<file path="src/rtl/instr_fetch_stage.sv">
// rtl/instr_fetch_stage.sv - fetch stage: ROM addressing, instruction register, jump/branch/halt resolution
// Squashes the single wrong-path fetch that follows a taken redirect.
module instr_fetch_stage #(
  parameter int          N         = 8,
  parameter int          W         = 16,
  parameter int unsigned RESET_VEC = 0
) (
  input  logic         CLK,
  input  logic         Reset,
  input  logic [N-1:0] PC_in,
  input  logic         Zero_flag,
  output logic [N-1:0] Mem_addr,
  input  logic [W-1:0] Mem_rdata,
  output logic         Load_en,
  output logic [N-1:0] Data_out,
  output logic [W-1:0] Instr,
  output logic [N-1:0] Instr_pc,
  output logic         Instr_valid,
  output logic         Halted
);

  localparam logic [3:0]   OP_JMP  = 4'hA;
  localparam logic [3:0]   OP_BZ   = 4'hB;
  localparam logic [3:0]   OP_HALT = 4'hF;
  localparam logic [N-1:0] RST_PC  = N'(RESET_VEC);

  typedef enum logic {S_RUN, S_HALT} state_t;

  state_t         state_q, state_d;
  logic [N-1:0]   a_pc_q;
  logic           a_v_q, a_v_d;
  logic [N-1:0]   halt_pc_q, halt_pc_d;
  logic [W-1:0]   instr_q;
  logic [N-1:0]   instr_pc_q;
  logic           instr_valid_q;

  logic [3:0]     opcode;
  logic           redirect;
  logic [N-1:0]   target;

  assign Mem_addr = PC_in;
  assign opcode   = Mem_rdata[W-1:W-4];

  always_comb begin
    redirect  = 1'b0;
    target    = Mem_rdata[N-1:0];
    state_d   = state_q;
    halt_pc_d = halt_pc_q;
    if (a_v_q) begin
      unique case (opcode)
        OP_JMP:  redirect = 1'b1;
        OP_BZ:   redirect = Zero_flag;
        OP_HALT: begin
          redirect  = 1'b1;
          target    = a_pc_q;
          state_d   = S_HALT;
          halt_pc_d = a_pc_q;
        end
        default: redirect = 1'b0;
      endcase
    end
    a_v_d = !Reset && !redirect && (state_q == S_RUN);
  end

  // Reset outranks HALT, which outranks a redirect decoded this cycle.
  always_comb begin
    Load_en  = Reset | redirect | (state_q == S_HALT);
    Data_out = '0;
    if (Reset)                   Data_out = RST_PC;
    else if (state_q == S_HALT)  Data_out = halt_pc_q;
    else if (redirect)           Data_out = target;
  end

  always_ff @(posedge CLK) begin
    if (Reset) begin
      state_q       <= S_RUN;
      a_pc_q        <= '0;
      a_v_q         <= 1'b0;
      halt_pc_q     <= '0;
      instr_q       <= '0;
      instr_pc_q    <= '0;
      instr_valid_q <= 1'b0;
    end else begin
      state_q       <= state_d;
      a_pc_q        <= PC_in;
      a_v_q         <= a_v_d;
      halt_pc_q     <= halt_pc_d;
      instr_valid_q <= a_v_q;
      if (a_v_q) begin
        instr_q    <= Mem_rdata;
        instr_pc_q <= a_pc_q;
      end
    end
  end

  assign Instr       = instr_q;
  assign Instr_pc    = instr_pc_q;
  assign Instr_valid = instr_valid_q;
  assign Halted      = (state_q == S_HALT);

endmodule

</file>
<file path="config.mk">
export PLATFORM = sky130hd
export DESIGN_NAME = instr_fetch_stage
export DESIGN_NICKNAME = d
export VERILOG_FILES = /design/src/rtl/instr_fetch_stage.sv
export SDC_FILE = /design/constraint.sdc
export NUM_CORES = 1
export LEC_CHECK = 0
export CORE_MARGIN = 5
export CORE_UTILIZATION = 44
export CTS_BUF_LIST = sky130_fd_sc_hd__clkbuf_4 sky130_fd_sc_hd__clkbuf_8
export CTS_CLUSTER_DIAMETER = 60
export CTS_CLUSTER_SIZE = 8
export DETAILED_ROUTE_END_ITERATION = 10
export HOLD_SLACK_MARGIN = 0.02
export PLACE_DENSITY = 0.79
export SYNTH_ARGS = -nofsm -noshare
export SYNTH_HDL_FRONTEND = slang
export SYNTH_SLANG_ARGS = --single-unit
</file>
<file path="constraint.sdc">
create_clock -name CLK -period 2.6 [get_ports CLK]
set_clock_uncertainty 0.1 [all_clocks]
set_input_delay 0.26 -clock CLK [delete_from_list [all_inputs] [get_ports CLK]]
set_output_delay 0.26 -clock CLK [all_outputs]
set_load 0.02 [all_outputs]
</file>
==> impl_metrics.sql <==
INSERT INTO impl_metrics (metric_group, metric, value, unit) VALUES
('outcome', 'run_status', 'finished clean', ''),
('worst_setup_path', 'cp.buffers_inverters', '3', ''),
('sta', 'final.setup.worst_slack', '0.1862', 'ns'),
('run', 'count_of_max_cap_constraint_violations', '0', ''),
('worst_setup_path', 'startpoint_type', 'primary input', ''),
('cts', 'h-tree-depth', '2', ''),
('sta', 'totalNegativeSetupSlack', '0', 'ns'),
('finish', 'area_growth_syn_to_layout', '43.25', '%'),
('cts', 'clk-insertion-delay-late', '0.30', 'ns'),
('power_and_ir_drop', 'cellPowerDensity', '584.5', 'mW/mm^2'),
('cts', 'clk_path_buf_depth', '2', ''),
('synthesis', 'synthDistinctLibCells', '22', ''),
('finish', 'layout.cells.most_common_list', '60 x clkdlybuf4s50_1, 43 x dfxtp_1, 32 x mux2i_1', ''),
('route', 'wire_per_inst', '14.88', 'um'),
('placement', 'detailedPlacementHpwl', '3052', 'um'),
('sta', 'timing_worst_slew_pin_value', '0.4916', 'ns'),
('worst_setup_path', 'arrival', '2.05', 'ns'),
('worst_setup_path', 'crit_path_top_delay_cell', 'clkdlybuf4s50_1', ''),
('route', 'routed-via-count', '1475', ''),
('worst_setup_path', 'worst-r2r-setup-slack', '0.97', 'ns'),
('placement', 'globalplace.congestion', '0.8005', ''),
('route', 'routed_wl', '4331', 'um'),
('cts', 'tritoncts', 'done', ''),
('route', 'drt_drc_violations_left', '0', ''),
('synthesis', 'net_count_of_the_mapped_netlist', '209', ''),
('global_route', 'global_route_wire_length_before_repair', '6686', 'um'),
('sta', 'period_minus_slack', '2.414', 'ns'),
('power_and_ir_drop', 'vdd.ir_drop.worst', '0.0003467', 'V'),
('worst_setup_path', 'critPathRequiredTime', '2.24', 'ns'),
('floorplanning', 'start_util', '0.4524', ''),
('finish', 'final_layout_size_suffix_gt1_frac', '0.07469', ''),
('floorplanning', 'die_area', '0.005461', 'sq mm'),
('cts', 'cts_setup_buffers', '0', ''),
('synthesis', 'gate_count_of_the_mapped_netlist', '182', ''),
('floorplanning', 'rows', '23', ''),
('cts', 'cts_made_buffers', '5', ''),
('synthesis', 'synth_seq_area_share', '0.4791', ''),
('synthesis', 'ys_seq_elements', '43', ''),
('finish', 'finish.net_count', '267', ''),
('sta', 'final_setup_violating_endpoints', '0', ''),
('finish', 'final_util', '0.6481', ''),
('cts', 'cts_hold_buf', '0', ''),
('cts', 'cts-root-buf', 'clkbuf_8', ''),
('global_route', 'grt_max_degree', '51', ''),
('floorplanning', 'die_w', '73.90', 'um'),
('sta', 'hold_violations', '0', ''),
('finish', 'antenna_cells', '0', ''),
('global_route', 'grt_overflow', '0', ''),
('worst_setup_path', 'critical_path.cell_chain', 'clkdlybuf4s50_1, or3b_4, a31oi_4, inv_1, clkdlybuf4s50_1', ''),
('power_and_ir_drop', 'power_leakage', '1.158', 'nW'),
('placement', 'pre_cts_slack', '0.01672', 'ns'),
('worst_setup_path', 'crit_path_end_kind', 'output port', ''),
('finish', 'final-instance-count-excl-fill', '291', ''),
('cts', 'cts.clk_slew.worst_paths', '0.08', 'ns'),
('route', 'route.antenna.remaining_nets', '0', ''),
('route', 'avgViaCountPerCell', '5.069', ''),
('global_route', 'globalRouteTotalUtil', '0.1625', ''),
('worst_setup_path', 'worstPathMaxFanout', '5', ''),
('synthesis', 'syn_avg_cell_area', '9.872', 'sq um'),
('placement', 'total_of_buffers_placed_on_input_and_output_ports', '69', ''),
('floorplanning', 'core_region_area', '0.003971', 'sq mm'),
('finish', 'final_common_cell', 'clkdlybuf4s50_1', ''),
('sta', 'fraction_of_the_cycle_the_final_worst_path_needs', '0.9284', ''),
('sta', 'grt_setup_unrepaired', 'false', ''),
('synthesis', 'netlist_area', '0.001797', 'sq mm'),
('hold_path', 'holdCritPathClass', 'flop to flop', ''),
('worst_setup_path', 'crit_family', 'buffers and inverters', ''),
('global_route', 'via_count_of_the_first_global_routing_pass', '1380', ''),
('route', 'drt-pass1-iter-count', '4', ''),
('cts', 'cts_repair_resize_count', '0', ''),
('floorplanning', 'chip_height', '73.90', 'um'),
('worst_setup_path', 'critPathKind', 'primary input to output port', ''),
('sta', 'timing.slew.headroom', '0.6723', ''),
('synthesis', 'synthesis.yosys.warnings', '0', ''),
('cts', 'clock_net_sink_count', '43', ''),
('worst_setup_path', 'worst_path_largest_cell_delay', '0.57', 'ns'),
('worst_setup_path', 'critical_path.most_common_cell', 'clkdlybuf4s50_1', ''),
('sta', 'finalMaxSlewViolations', '0', ''),
('route', 'drt_iter0_drc', '137', ''),
('floorplanning', 'ios', '70', ''),
('global_route', 'antenna_found_initial', '0', ''),
('placement', 'dpl_cells', '283', ''),
('sta', 'max_freq', '414.3', 'MHz');
-- layer usage --
layer / vias to the layer above / track usage / part of all wire
li1: 732 / - / -
met1: 694 / 0.2062 / 0.42
met2: 44 / 0.2490 / 0.49
met3: 5 / 0.06430 / 0.076
met4: 0 / 0.06036 / 0.012
met5: - / 0 / 0
-- logic make-up after synthesis --
family,after synthesis,share of synthesized area
AO/OA/AOI/OAI,26,0.09819
buffers and inverters,23,0.08217
flip-flops,43,0.4791
multiplexers,32,0.1783
AND/OR/NAND/NOR,58,0.1623
-- report_power, final --
part | total, W | internal [W] | switching [W]
clock network | 0.000541 | 0.000311 | 0.000230
logic | 0.000256 | 0.000130 | 0.000125
registers | 0.000708 | 0.000690 | 0.0000185
-- cells in the mapped netlist (all sizes together) --
master   n  share of area
nor2    25          0.052
buf     15          0.065
or3b     1         0.0063
o32ai    8          0.039
o21ai    8          0.022
or2      1         0.0035
or2b     1         0.0042
dfxtp   43           0.48
and2     1         0.0035
nor2b    9          0.031
nand2    9          0.020
and3     1         0.0063
a31oi    1          0.012
mux2i   32           0.18
nand3   10          0.035
a21oi    9          0.025
clkbuf   7          0.015
inv      1         0.0021
-- state kept, by name, summed over array words and instances (netlist names) --
signal,flops
Instr_pc,8
a_v_q,1
a_pc_q,8
Instr,16
halt_pc_q,8
Instr_valid,1
Halted,1
-- worst min-delay path, cell delays in order, from the launching register on --
cell	delay, ns
dfxtp_1	0.31
o21ai_0	0.06
a21oi_1	0.06
-- path summary, 6_finish.rpt --
check | from | to | depth (start not counted)
worst max register to register | a_v_q | halt_pc_q[5] | 4
worst min register to register | halt_pc_q[2] | halt_pc_q[2] | 2
worst min-delay path | halt_pc_q[2] | halt_pc_q[2] | 2
worst max-delay path | Mem_rdata[12] | Load_en | 5
-- cell type report --
type	instances	area, sq um
clock buffer	6	82.58
fill	352	1398
timing repair buffer	73	735.7
sequential	43	860.8
inverter	1	3.754
tap	50	62.56
clock inverter	2	35.03
multi-input combinational	116	793.3
-- through the flow --
stage | power [W] | instance area (sq um) | hold slack, ns
3_3_place_gp | 0.0009771 | 2431 | 0.3611
6_report | 0.001504 | 2574 | 0.3768
4_1_cts | 0.001519 | 2549 | 0.3778
5_1_grt | 0.001567 | 2574 | 0.3954
3_5_place_dp | 0.0009811 | 2431 | 0.3663
2_1_floorplan | 0.0008675 | 1797 | 0.2882
Power figures use the tool's default switching activity.
